<file path="config.mk">
export PLATFORM = sky130hd
export DESIGN_NAME = ahb_resp_mux_n_flat
export DESIGN_NICKNAME = d
export VERILOG_FILES = /design/src/rtl/ahb_pkg.sv /design/src/rtl/ahb_resp_mux_n_if.sv /design/src/rtl/ahb_default_slave.sv /design/src/rtl/ahb_resp_mux_n.sv /design/src/flat_wrapper.sv
export SDC_FILE = /design/constraint.sdc
export NUM_CORES = 1
export LEC_CHECK = 0
export CORE_UTILIZATION = 32
export DETAILED_ROUTE_END_ITERATION = 7
export HOLD_SLACK_MARGIN = 0.08
export PLACE_DENSITY = 0.87
export SLEW_MARGIN = 40
export SYNTH_ARGS = -nofsm -noshare
export SYNTH_HDL_FRONTEND = slang
export SYNTH_SLANG_ARGS = --single-unit
</file>
<file path="constraint.sdc">
create_clock -name HCLK -period 3.8 [get_ports HCLK]
set_clock_uncertainty 0.05 [all_clocks]
set_input_delay 0.76 -clock HCLK [delete_from_list [all_inputs] [get_ports HCLK]]
set_output_delay 0.76 -clock HCLK [all_outputs]
set_load 0.01 [all_outputs]
</file>
<file path="src/rtl/ahb_pkg.sv">
// Shared AHB-Lite encodings and the default-slave state type.
//   HTRANS_*      : master transfer type encodings
//   HRESP_*       : slave response encodings (AHB-Lite uses only OKAY and ERROR)
//   dflt_state_t  : built-in default slave states (idle, first and second error cycle)
package ahb_pkg;

  localparam logic [1:0] HTRANS_IDLE   = 2'b00;
  localparam logic [1:0] HTRANS_BUSY   = 2'b01;
  localparam logic [1:0] HTRANS_NONSEQ = 2'b10;
  localparam logic [1:0] HTRANS_SEQ    = 2'b11;

  localparam logic [1:0] HRESP_OKAY  = 2'b00;
  localparam logic [1:0] HRESP_ERROR = 2'b01;

  typedef enum logic [1:0] {
    DS_IDLE = 2'b00,
    DS_ERR1 = 2'b01,
    DS_ERR2 = 2'b10
  } dflt_state_t;

endpackage

</file>
<file path="src/rtl/ahb_resp_mux_n_if.sv">
// Bus bundle between the master/decoder/slaves and the response multiplexer.
//   HSEL, HTRANS                    : address-phase select and transfer type
//   HRDATA_S, HRESP_S, HREADYOUT_S  : packed per-slave responses (slave i at slot i)
//   HRDATA, HRESP, HREADY           : muxed response to the master (HREADY also to slaves)
//   SEL_ERR, ERR_CNT                : multi-hot select pulse and default-slave error count
// Modports: slave = multiplexer side, master = master/decoder/slave-array side.
interface ahb_resp_mux_n_if #(
  parameter int unsigned NO_OF_PERIPHERALS = 4,
  parameter int unsigned DATA_WIDTH        = 32,
  parameter int unsigned CNT_WIDTH         = 8
);

  logic [NO_OF_PERIPHERALS-1:0]            HSEL;
  logic [1:0]                              HTRANS;
  logic [NO_OF_PERIPHERALS*DATA_WIDTH-1:0] HRDATA_S;
  logic [2*NO_OF_PERIPHERALS-1:0]          HRESP_S;
  logic [NO_OF_PERIPHERALS-1:0]            HREADYOUT_S;
  logic [DATA_WIDTH-1:0]                   HRDATA;
  logic [1:0]                              HRESP;
  logic                                    HREADY;
  logic                                    SEL_ERR;
  logic [CNT_WIDTH-1:0]                    ERR_CNT;

  modport slave (
    input  HSEL, HTRANS, HRDATA_S, HRESP_S, HREADYOUT_S,
    output HRDATA, HRESP, HREADY, SEL_ERR, ERR_CNT
  );

  modport master (
    output HSEL, HTRANS, HRDATA_S, HRESP_S, HREADYOUT_S,
    input  HRDATA, HRESP, HREADY, SEL_ERR, ERR_CNT
  );

endinterface

</file>
<file path="src/rtl/ahb_default_slave.sv">
// Built-in AHB-Lite default slave: two-cycle ERROR response sequencer.
//   HCLK, HRESETn : clock, synchronous active-low reset
//   err_req       : error captured this edge (valid transfer, HSEL zero or multi-hot)
//   multi_req     : the captured error was a multi-hot HSEL
//   state         : current state, drives the response mux in the top
//   sel_err       : one-cycle pulse during ERR1 of a multi-hot error
//   err_cnt       : saturating count of ERROR responses started
module ahb_default_slave
  import ahb_pkg::*;
#(
  parameter int unsigned CNT_WIDTH = 8
) (
  input  logic                 HCLK,
  input  logic                 HRESETn,
  input  logic                 err_req,
  input  logic                 multi_req,
  output dflt_state_t          state,
  output logic                 sel_err,
  output logic [CNT_WIDTH-1:0] err_cnt
);

  dflt_state_t          state_q, state_d;
  logic                 sel_err_q;
  logic [CNT_WIDTH-1:0] err_cnt_q;

  always_comb begin
    state_d = state_q;
    unique case (state_q)
      DS_IDLE: if (err_req) state_d = DS_ERR1;
      DS_ERR1: state_d = DS_ERR2;
      // ERR2 drives HREADY high, so a new error can be captured here with no gap
      DS_ERR2: state_d = err_req ? DS_ERR1 : DS_IDLE;
      default: state_d = DS_IDLE;
    endcase
  end

  always_ff @(posedge HCLK) begin
    if (!HRESETn) begin
      state_q   <= DS_IDLE;
      sel_err_q <= 1'b0;
      err_cnt_q <= '0;
    end else begin
      state_q   <= state_d;
      sel_err_q <= err_req & multi_req;
      if (err_req && (err_cnt_q != '1)) begin
        err_cnt_q <= err_cnt_q + 1'b1;
      end
    end
  end

  assign state   = state_q;
  assign sel_err = sel_err_q;
  assign err_cnt = err_cnt_q;

endmodule

</file>
<file path="src/rtl/ahb_resp_mux_n.sv">
// AHB-Lite slave-to-master response multiplexer for N peripherals.
// Registers the address-phase one-hot HSEL into a data-phase select and steers
// HRDATA/HRESP/HREADY from the selected slave back to the master. Unmapped or
// multi-hot selections on valid transfers are answered by a built-in default slave.
//   HCLK, HRESETn : clock, synchronous active-low reset
//   bus           : ahb_resp_mux_n_if slave modport (selects, slave responses, muxed outputs)
module ahb_resp_mux_n
  import ahb_pkg::*;
#(
  parameter int unsigned NO_OF_PERIPHERALS = 4,
  parameter int unsigned DATA_WIDTH        = 32,
  parameter int unsigned CNT_WIDTH         = 8
) (
  input logic             HCLK,
  input logic             HRESETn,
  ahb_resp_mux_n_if.slave bus
);

  logic [NO_OF_PERIPHERALS-1:0] data_sel_q, data_sel_d;
  logic                         valid_trans;
  logic                         sel_onehot;
  logic                         sel_zero;
  logic                         capture;
  logic                         err_req;
  logic                         multi_req;
  dflt_state_t                  dflt_state;
  logic [DATA_WIDTH-1:0]        hrdata;
  logic [1:0]                   hresp;
  logic                         hready;
  logic                         unused_htrans;

  // Only HTRANS[1] distinguishes NONSEQ/SEQ from IDLE/BUSY
  assign valid_trans   = bus.HTRANS[1];
  assign unused_htrans = bus.HTRANS[0];

  assign sel_onehot = $onehot(bus.HSEL);
  assign sel_zero   = (bus.HSEL == '0);
  // Capture happens on any edge where the master sees HREADY high
  assign capture    = hready;
  assign err_req    = capture & valid_trans & ~sel_onehot;
  assign multi_req  = ~sel_onehot & ~sel_zero;

  always_comb begin
    data_sel_d = data_sel_q;
    if (capture) begin
      data_sel_d = (valid_trans && sel_onehot) ? bus.HSEL : '0;
    end
  end

  always_ff @(posedge HCLK) begin
    if (!HRESETn) begin
      data_sel_q <= '0;
    end else begin
      data_sel_q <= data_sel_d;
    end
  end

  ahb_default_slave #(
    .CNT_WIDTH (CNT_WIDTH)
  ) u_default_slave (
    .HCLK      (HCLK),
    .HRESETn   (HRESETn),
    .err_req   (err_req),
    .multi_req (multi_req),
    .state     (dflt_state),
    .sel_err   (bus.SEL_ERR),
    .err_cnt   (bus.ERR_CNT)
  );

  // data_sel is always zero while the default slave is active, so the two
  // sources never overlap; with no source selected the bus idles OKAY/ready.
  always_comb begin
    hrdata = '0;
    hresp  = HRESP_OKAY;
    hready = 1'b1;
    if (dflt_state != DS_IDLE) begin
      hresp  = HRESP_ERROR;
      hready = (dflt_state == DS_ERR2);
    end else begin
      for (int i = 0; i < int'(NO_OF_PERIPHERALS); i++) begin
        if (data_sel_q[i]) begin
          hrdata = bus.HRDATA_S[i*DATA_WIDTH +: DATA_WIDTH];
          hresp  = bus.HRESP_S[2*i +: 2];
          hready = bus.HREADYOUT_S[i];
        end
      end
    end
  end

  assign bus.HRDATA = hrdata;
  assign bus.HRESP  = hresp;
  assign bus.HREADY = hready;

endmodule

</file>
<file path="src/flat_wrapper.sv">
// flat-port wrapper written by rule: the top's interface ports become plain ports
module ahb_resp_mux_n_flat import ahb_pkg::*;
#(
  parameter int unsigned NO_OF_PERIPHERALS = 4,
  parameter int unsigned DATA_WIDTH        = 32,
  parameter int unsigned CNT_WIDTH         = 8
)
  (HCLK, HRESETn, bus_HSEL, bus_HTRANS, bus_HRDATA_S, bus_HRESP_S, bus_HREADYOUT_S, bus_HRDATA, bus_HRESP, bus_HREADY, bus_SEL_ERR, bus_ERR_CNT);
  ahb_resp_mux_n_if #(.NO_OF_PERIPHERALS(NO_OF_PERIPHERALS), .DATA_WIDTH(DATA_WIDTH), .CNT_WIDTH(CNT_WIDTH)) bus_i ();
  input logic HCLK;
  input logic HRESETn;
  input wire logic [$bits(bus_i.HSEL)-1:0] bus_HSEL;
  input wire logic [$bits(bus_i.HTRANS)-1:0] bus_HTRANS;
  input wire logic [$bits(bus_i.HRDATA_S)-1:0] bus_HRDATA_S;
  input wire logic [$bits(bus_i.HRESP_S)-1:0] bus_HRESP_S;
  input wire logic [$bits(bus_i.HREADYOUT_S)-1:0] bus_HREADYOUT_S;
  output wire logic [$bits(bus_i.HRDATA)-1:0] bus_HRDATA;
  output wire logic [$bits(bus_i.HRESP)-1:0] bus_HRESP;
  output wire logic [$bits(bus_i.HREADY)-1:0] bus_HREADY;
  output wire logic [$bits(bus_i.SEL_ERR)-1:0] bus_SEL_ERR;
  output wire logic [$bits(bus_i.ERR_CNT)-1:0] bus_ERR_CNT;
  assign bus_i.HSEL = bus_HSEL;
  assign bus_i.HTRANS = bus_HTRANS;
  assign bus_i.HRDATA_S = bus_HRDATA_S;
  assign bus_i.HRESP_S = bus_HRESP_S;
  assign bus_i.HREADYOUT_S = bus_HREADYOUT_S;
  assign bus_HRDATA = bus_i.HRDATA;
  assign bus_HRESP = bus_i.HRESP;
  assign bus_HREADY = bus_i.HREADY;
  assign bus_SEL_ERR = bus_i.SEL_ERR;
  assign bus_ERR_CNT = bus_i.ERR_CNT;
  ahb_resp_mux_n #(.NO_OF_PERIPHERALS(NO_OF_PERIPHERALS), .DATA_WIDTH(DATA_WIDTH), .CNT_WIDTH(CNT_WIDTH)) u_core (.HCLK(HCLK), .HRESETn(HRESETn), .bus(bus_i));
endmodule
</file>
==> results of run 1 <==
-- worst max-delay path, delay by kind of cell --
kind,cells,cell delay [ns]
and+or+nand+nor,3,1.01
adders and majority gates,3,1.01
AOI/OAI and AO/OA,1,0.15
buffers and inverters,2,0.56
-- metrics by stage --
| stage | setup WS, ns | total power (µW) |
|---|---|---|
| after detailed placement | 0.206 | 613 |
| final | 0.439 | 746 |
| after global routing | 0.335 | 793 |
| after CTS | 0.451 | 746 |
| after global placement | 0.294 | 604 |
| after floorplan | 1.01 | 350 |
-- kinds of logic after synthesis --
family	count (synthesis)	share of synthesized area [%]
buf+inv	41	9.08
fa+ha+maj	7	5.00
simple gates	138	37.7
flops	15	15.8
mux	1	0.527
compound gates	90	31.9
-- final timing paths --
| path | cells past startpoint | from | end | slack [ns] |
|---|---|---|---|---|
| setup / recovery | 9 | bus_HSEL[2] | u_core.u_default_slave.err_cnt[4] | 0.44 |
| hold / removal | 1 | u_core.u_default_slave.state[1] | u_core.u_default_slave.state[1] | 0.38 |
| setup reg to reg | 7 | u_core.data_sel_q[1] | u_core.u_default_slave.err_cnt[4] | 1.34 |
| hold reg to reg | 1 | u_core.u_default_slave.state[1] | u_core.u_default_slave.state[1] | 0.38 |
-- per-layer routing --
| layer | part of all wire [%] | up-vias | wire length (µm) |
|---|---|---|---|
| met5 | 0 | - | 0 |
| met4 | 1.0 | 0 | 90 |
| met3 | 8.8 | 6 | 760 |
| met2 | 50 | 144 | 4260 |
| met1 | 41 | 1345 | 3490 |
| li1 | - | 1415 | - |
-- where the power goes --
group          switching [µW]  total [µW]  internal, µW  leakage (µW)
Sequential               15.4         181           165      0.000123
Clock                    61.1         134          72.8     0.0000255
Combinational             169         431           262       0.00128
-- area by class of cell --
type,count,area [µm²]
flip-flops and latches,15,303
inverters,9,33.8
fillers,472,1740
multi-input cells,236,1430
clock buffers,3,41.3
repair buffers,197,1970
clock inverters,1,5.00
well taps,72,90.1
-- registers in the layout, indices dropped and copies added (netlist names) --
name,count
u_core.data_sel_q,4
u_core.u_default_slave.state,2
u_core.u_default_slave.err_cnt,8
u_core.u_default_slave.sel_err,1
-- cells in the mapped netlist, types with 5 or more instances --
| cell type | instances | area [µm²] |
|---|---|---|
| nor2_1 | 34 | 128 |
| a221oi_1 | 34 | 298 |
| ha_1 | 6 | 75.1 |
| nand2_1 | 9 | 33.8 |
| nor2b_1 | 36 | 225 |
| inv_1 | 9 | 33.8 |
| o31ai_1 | 5 | 37.5 |
| a21oi_1 | 45 | 225 |
| nand3_1 | 7 | 35.0 |
| dfxtp_1 | 15 | 300 |
| clkbuf_1 | 28 | 105 |
| or4_1 | 5 | 37.5 |
| nor3_1 | 35 | 175 |
==> qor.yml, run 1 <==
outcome: "finished clean"
cts_sinks: 15
grt_overflow: 0
area_growth_pct: 104
n_antenna_cell: 0
crit_slowest_cell: "or4_1"
std_cell_rows: 27
initial_core_util_pct: 33.9
first_pass_iters: 4
whs_ns: 0.376
hold_buffers: 0
via_per_inst: 5.46
cts_resized: 0
crit_path_frequent_cell: "ha_1"
synth_cell_types: 32
grt_pass1_wl_mm: 13.1
wirelength_mm: 8.59
maxSlewViolCount: 0
clock.fmax_ghz: 0.298
power.density_nw_per_um2: 193
final_common_cell: "clkdlybuf4s50_1"
ys_seq_elements: 15
gr-max-usage-layer: "met2"
synth_edf_count: 0
p_leak_uw: 0.00142
die_h_um: 79.1
clockRootBuffer: "clkbuf_8"
final_core_util_pct: 69.0
ir_worst_vdd_mv: 0.230
syn_inst: 292
grt_usage_pct: 26.1
syn-num-nets: 447
path_cells: "clkdlybuf4s50_1 -> inv_1 -> ha_1 -> ha_1 -> fa_1 -> nor3b_1 -> nand3b_1 -> or4_1 -> a21oi_1"
min_period_ns: 3.36
use_met3_pct: 6.09
io_buffers: 190
yosys_warnings: 0
hold_violations: 0
stdcell_count: 533
hold_path_class: "reg -> reg"
cts-root-to-sink-buffers: 2
die_x_um: 79.1
drc: 0
cts_setup_buffers: 0
dp_hpwl_mm: 6.47
design.die.area_um2: 6250
grt_max_degree: 44
critPathArrivalTime_ns: 3.50
start_kind: "input pin"
finalSetupViolations: 0
tightest_slew_ns: 0.742
core_area_um2: 5610
avgSynthCellArea_um2: 6.51
met1_usage_pct: 32.3
max_slew_margin_pct: 50.5
wire_per_inst_um: 16.1
required_ns: 3.94
grt_pass1_vias: 2737
final_area_um2: 3870
drive_gt1_share_pct: 3.25
cts.htree.levels: 1
cts.clk_slew.worst_paths_ns: 0.06
ys_seq_area_share_pct: 15.8
met2_usage_pct: 46.0
vias: 2910
synth_top_flop_cell: "dfxtp_1"
finalSetupTns_ns: 0
rsz0062_at_grt: "false"
cts_tree: "done"
syn_area_um2: 1900
ios: 192
dr.first_iter.drc_count: 143
globalplace.congestion: 0.882
max_cap_violations: 0
endpoint_kind: "flop"
place_inst: 529
slowest_delay_ns: 0.57
async_flop_share_pct: 0
antenna_found_initial: 0
crit_type: "in -> reg"
cp_max_fo: 12
fin_crit_sh_pct: 88.5
final_cell_mix: "clkdlybuf4s50_1 (190), a21oi_1 (45), nor2b_1 (35), nor3_1 (35)"
cts_buffers: 3
clk-insertion-delay-late_ns: 0.25
nNetsFinal: 617
drtAntennaViolNets: 0
placedInstanceArea_um2: 3820
(Power assumes the default switching activity.)
==> inputs of run 2 (changes only) <==
- CAP_MARGIN: unset -> 40
- CORE_MARGIN: unset -> 3
==> run 2 against run 1 <==
Compared with the run above:
- first-iteration DRC count decreased by 13%
- final area down 0.29%
- clock power decreased by 4%
- largest cell class unchanged
==> qor.yml, run 2 (same netlist as run 1, synthesis figures left out) <==
dr_wl_met3_um: 558  # was 760 µm
power.density_nw_per_um2: 191  # was 193 nW/µm²
dr.first_iter.drc_count: 125  # was 143
finalSetupTns_ns: 0  # unchanged
io_buffers: 190  # unchanged
max_slew_margin_pct: 54.2  # was 50.5%
final.setup.worst_slack_ns: 0.469  # was 0.439 ns
grt_max_degree: 72  # was 44
drtAntennaViolNets: 0  # unchanged
endpoint_kind: "flop"  # unchanged
clkPwrFrac_pct: 17.5  # was 18.0%
critPathArrivalTime_ns: 3.46  # was 3.50 ns
r2r_end: "u_core.u_default_slave.err_cnt[7]"  # was u_core.u_default_slave.err_cnt[4]
clock.fmax_ghz: 0.300  # was 0.298 GHz
stdcell_count: 533  # unchanged
place_inst: 529  # unchanged
initial_core_util_pct: 33.7  # was 33.9%
fill_cells: 485  # was 472
cts.htree.levels: 1  # unchanged
first_pass_iters: 4  # unchanged
outcome: "finished clean"  # unchanged
nNetsFinal: 617  # unchanged
final_cell_mix: "clkdlybuf4s50_1 (190), a21oi_1 (45), nor2b_1 (35), nor3_1 (35)"  # unchanged
r2r_slack_ns: 1.29  # was 1.34 ns
hold_violations: 0  # unchanged
p_leak_uw: 0.00142  # about the same
r2r-start: "u_core.data_sel_q[1]"  # unchanged
hold_buffers: 0  # unchanged
wirelength_met1_mm: 3.55  # was 3.49 mm
n_antenna_cell: 0  # unchanged
crit_type: "in -> reg"  # unchanged
final_common_cell: "clkdlybuf4s50_1"  # unchanged
die_x_um: 83.1  # was 79.1 µm
power.share.combinational_pct: 57.8  # about the same
max_cap_violations: 0  # unchanged
drc: 0  # unchanged
finalPower_uw: 737  # was 746 µW
drive_gt1_share_pct: 3.04  # was 3.25%
grt_pass1_vias: 2726  # was 2737
clk-insertion-delay-late_ns: 0.25  # about the same
rr_worst_depth: 7  # unchanged
maxSlewViolCount: 0  # unchanged
largest_register_ffs: 8  # unchanged
cts_buffers: 3  # unchanged
wirelength_mm: 8.88  # was 8.59 mm
fin_crit_sh_pct: 87.7  # was 88.5%
final_core_util_pct: 68.4  # was 69.0%
endpoint: "u_core.u_default_slave.err_cnt[0]"  # was u_core.u_default_slave.err_cnt[4]
swShare_pct: 32.1  # was 33.0%
vias: 2834  # was 2910
routed.top_layer: "met5"  # was met4
cts-root-to-sink-buffers: 2  # unchanged
core_area_um2: 5640  # was 5610 µm²
grt_pass1_wl_mm: 14.4  # was 13.1 mm
dpl_worst_slack_ns: 0.231  # was 0.206 ns
die_h_um: 83.1  # was 79.1 µm
p_int_uw: 500  # about the same
tightest_slew_ns: 0.686  # was 0.742 ns
ir_worst_vdd_mv: 0.251  # was 0.230 mV
cts.clk_slew.worst_paths_ns: 0.06  # about the same
std_cell_rows: 27  # unchanged
switchingPower_uw: 237  # was 246 µW
cts_tree: "done"  # unchanged
finalSetupViolations: 0  # unchanged
cts_setup_buffers: 0  # unchanged
via_per_inst: 5.32  # was 5.46
area_growth_pct: 103  # was 104%
dp_hpwl_mm: 6.92  # was 6.47 mm
grt_usage_pct: 24.7  # was 26.1%
design.die.area_um2: 6900  # was 6250 µm²
cts_resized: 0  # unchanged
ios: 192  # unchanged
wire_per_inst_um: 16.7  # was 16.1 µm
required_ns: 3.93  # was 3.94 ns
startpoint: "bus_HSEL[2]"  # unchanged
rsz0062_at_grt: "false"  # unchanged
multi_input_area_um2: 1430  # unchanged
clockRootBuffer: "clkbuf_8"  # unchanged
hold_path_class: "reg -> reg"  # unchanged
wl_met2_mm: 4.57  # was 4.26 mm
cp_max_fo: 11  # was 12
seq_power_share_pct: 24.7  # was 24.2%
cts_sinks: 15  # unchanged
antenna_found_initial: 1  # was 0
grt_overflow: 0  # unchanged
globalplace.congestion: 0.913  # was 0.882
min_period_ns: 3.33  # was 3.36 ns
regArea_um2: 305  # was 303 µm²
start_kind: "input pin"  # unchanged
[run 2: changes by cell type in the layout (fill, tap and decap cells not counted)]
cell      delta
dfxtp_2      -1
clkinv_2     -1
buf_4        +1
clkbuf_1     +1
dfxtp_4      +1
buf_12       -1
[run 2: critical path, stage by stage]
cell and delay (ns):
clkdlybuf4s50_1 0.51, inv_1 0.06, ha_1 0.30, ha_1 0.22, fa_1 0.49, nor3b_1 0.06, nand3b_1 0.35, buf_4 0.26
or3_1 0.30, a21oi_1 0.16
[run 2: stage by stage]
stage / area (µm²) / hold slack, ns
2_1_floorplan: 1900 / 0.354
3_3_place_gp: 3810 / 0.366
3_5_place_dp: 3810 / 0.372
4_1_cts: 3860 / 0.380
5_1_grt: 3860 / 0.417
6_report: 3860 / 0.376
[run 2: final cells by class]
class / instances / share of cell area [%]
well taps: 72 / 2.33
flip-flops and latches: 15 / 7.91
clock buffers: 4 / 1.17
repair buffers: 197 / 50.6
inverters: 9 / 0.875
multi-input cells: 236 / 37.1
[run 2: power by group through the flow]
stage | Sequential [µW] | Combinational, µW | Clock [µW]
finish | 182 | 426 | 129
global route | 185 | 462 | 137
CTS | 182 | 428 | 132
detailed placement | 185 | 426 | 0
global placement | 185 | 418 | 0
floorplan | 176 | 174 | 0
[run 2: how the worst min path moves through the flow]
stage | to | from | depth (start not counted) | slack [ns]
floorplan | u_core.u_default_slave.state[1] | u_core.u_default_slave.state[1] | 1 | 0.35
global placement | u_core.u_default_slave.state[1] | u_core.u_default_slave.state[1] | 1 | 0.37
detailed placement | u_core.u_default_slave.state[1] | u_core.u_default_slave.state[1] | 1 | 0.37
CTS | u_core.u_default_slave.state[1] | u_core.u_default_slave.state[1] | 1 | 0.38
global route | u_core.u_default_slave.state[1] | u_core.u_default_slave.state[1] | 1 | 0.42
finish | u_core.u_default_slave.state[1] | u_core.u_default_slave.state[1] | 1 | 0.38
[run 2: routing by layer]
metal  vias up  track usage (%)
li1       1418                -
met1      1282             29.3
met2       115             45.0
met3        17             5.36
met4         2             5.65
met5         -                0
==> inputs of run 3 (changes only) <==
--- a/constraint.sdc
+++ b/constraint.sdc
@@ -4,2 +4,2 @@
 set_output_delay 0.76 -clock HCLK [all_outputs]
-set_load 0.01 [all_outputs]
+set_load 0.005 [all_outputs]
==> run 3 against run 2 <==
Compared with the run above:
- combinational power is 3% lower
- clock power hardly changed
- setup slack worse by 0.095 ns
- via count is 2.7% higher
- die area stayed put
- sequential cell count stayed put
- largest power group unchanged
- sequential power hardly changed
- highest routed layer unchanged
- global-route usage is 0.38 points lower
- final cell count stayed put
- final area is 0.29% higher
==> qor.yml, run 3 (same netlist as run 1, synthesis figures left out) <==
wirelength_mm: 8.90  # was 8.88 mm
power.density_nw_per_um2: 186  # was 191 nW/µm²
placedInstanceArea_um2: 3820  # was 3810 µm²
whs_ns: 0.379  # was 0.376 ns
maxSlewViolCount: 0  # unchanged
dr.first_iter.drc_count: 121  # was 125
min_period_ns: 3.43  # was 3.33 ns
cts_buffers: 3  # unchanged
ir_worst_vdd_mv: 0.196  # was 0.251 mV
p_leak_uw: 0.00142  # about the same
final_common_cell: "clkdlybuf4s50_1"  # unchanged
ios: 192  # unchanged
via_per_inst: 5.46  # was 5.32
cts-root-to-sink-buffers: 2  # unchanged
clk-insertion-delay-late_ns: 0.25  # about the same
final.setup.worst_slack_ns: 0.374  # was 0.469 ns
antenna_found_initial: 1  # unchanged
max_cap_violations: 0  # unchanged
crit_type: "in -> reg"  # unchanged
fill_cells: 462  # was 485
dp_hpwl_mm: 7.10  # was 6.92 mm
cts.htree.levels: 1  # unchanged
cp_max_fo: 15  # was 11
largest_register_ffs: 8  # unchanged
area_growth_pct: 104  # was 103%
std_cell_rows: 27  # unchanged
max_slew_margin_pct: 48.3  # was 54.2%
initial_core_util_pct: 33.7  # unchanged
grt_max_degree: 44  # was 72
dpl_worst_slack_ns: 0.153  # was 0.231 ns
clock.fmax_ghz: 0.292  # was 0.300 GHz
die_h_um: 83.1  # unchanged
grt_usage_pct: 24.3  # was 24.7%
cts_sinks: 15  # unchanged
cts_resized: 0  # unchanged
fin_crit_sh_pct: 90.2  # was 87.7%
design.die.area_um2: 6900  # unchanged
first_pass_iters: 4  # unchanged
nNetsFinal: 617  # unchanged
drtAntennaViolNets: 0  # unchanged
core_area_um2: 5640  # unchanged
tightest_slew_ns: 0.775  # was 0.686 ns
endpoint_kind: "flop"  # unchanged
regArea_um2: 303  # was 305 µm²
required_ns: 3.93  # about the same
n_antenna_cell: 0  # unchanged
grt_overflow: 0  # unchanged
hold_path_class: "reg -> reg"  # unchanged
finalSetupTns_ns: 0  # unchanged
wire_per_inst_um: 16.7  # about the same
io_buffers: 190  # unchanged
drive_gt1_share_pct: 3.25  # was 3.04%
critPathArrivalTime_ns: 3.55  # was 3.46 ns
grt_pass1_vias: 2697  # was 2726
vias: 2911  # was 2834
start_kind: "input pin"  # unchanged
cts_setup_buffers: 0  # unchanged
cts_tree: "done"  # unchanged
cts.clk_slew.worst_paths_ns: 0.06  # about the same
clockRootBuffer: "clkbuf_8"  # unchanged
die_x_um: 83.1  # unchanged
drc: 0  # unchanged
multi_input_area_um2: 1430  # unchanged
final_area_um2: 3870  # was 3860 µm²
globalplace.congestion: 0.920  # was 0.913
hold_buffers: 0  # unchanged
final_cell_mix: "clkdlybuf4s50_1 (190), a21oi_1 (45), nor2b_1 (35), nor3_1 (35)"  # unchanged
hold_violations: 0  # unchanged
rsz0062_at_grt: "false"  # unchanged
hold_path_depth: 1  # unchanged
finalSetupViolations: 0  # unchanged
grt_pass1_wl_mm: 14.0  # was 14.4 mm
rr_worst_depth: 7  # unchanged
outcome: "finished clean"  # unchanged
==> run 3: cell count changes in the layout (fill, tap and decap cells not counted) <==
| cell | delta |
|---|---|
| dfxtp_4 | -1 |
| clkbuf_1 | -1 |
| buf_4 | -1 |
| clkinv_2 | +1 |
| dfxtp_2 | +1 |
| buf_12 | +1 |
==> run 3: area by class of cell <==
| type | count | area share [%] |
|---|---|---|
| repair buffers | 197 | 50.8 |
| inverters | 9 | 0.873 |
| multi-input cells | 236 | 37.0 |
| well taps | 72 | 2.33 |
| flip-flops and latches | 15 | 7.82 |
| clock buffers | 3 | 1.07 |
| clock inverters | 1 | 0.129 |
==> run 3: final timing paths <==
path                              startpoint                                 to  slack [ns]
max                              bus_HSEL[2]  u_core.u_default_slave.err_cnt[3]        0.37
max reg2reg             u_core.data_sel_q[1]  u_core.u_default_slave.err_cnt[3]        1.50
min reg2reg  u_core.u_default_slave.state[1]    u_core.u_default_slave.state[1]        0.38
min          u_core.u_default_slave.state[1]    u_core.u_default_slave.state[1]        0.38
==> run 3: where the power goes <==
| group | internal, µW | leakage [µW] | switching, µW |
|---|---|---|---|
| clock network | 72.6 | 0.0000255 | 54.7 |
| registers | 165 | 0.000123 | 15.2 |
| logic | 260 | 0.00128 | 152 |
==> run 3: worst max-delay path, stage by stage <==
cell and delay (ns):
clkdlybuf4s50_1 0.51, inv_1 0.06, ha_1 0.29, ha_1 0.22, fa_1 0.50, nor3b_1 0.07
nand3b_1 0.42, or4_1 0.58, a21oi_1 0.15
==> run 3: per-layer routing <==
layer | wire, µm | part of all wire [%] | GRT usage [%]
met3 | 649 | 7.3 | 5.16
met4 | 238 | 2.7 | 6.39
met1 | 3430 | 39 | 27.8
met2 | 4570 | 51 | 45.2
met5 | 13 | 0.15 | 0
==> run 3: metrics by stage <==
stage | total power [µW] | std cells | util (%)
floorplan | 334 | 292 | -
global placement | 586 | 529 | 67.8
detailed placement | 597 | 529 | 67.8
CTS | 727 | 533 | 68.6
global route | 767 | 533 | 68.6
finish | 721 | 533 | 68.6
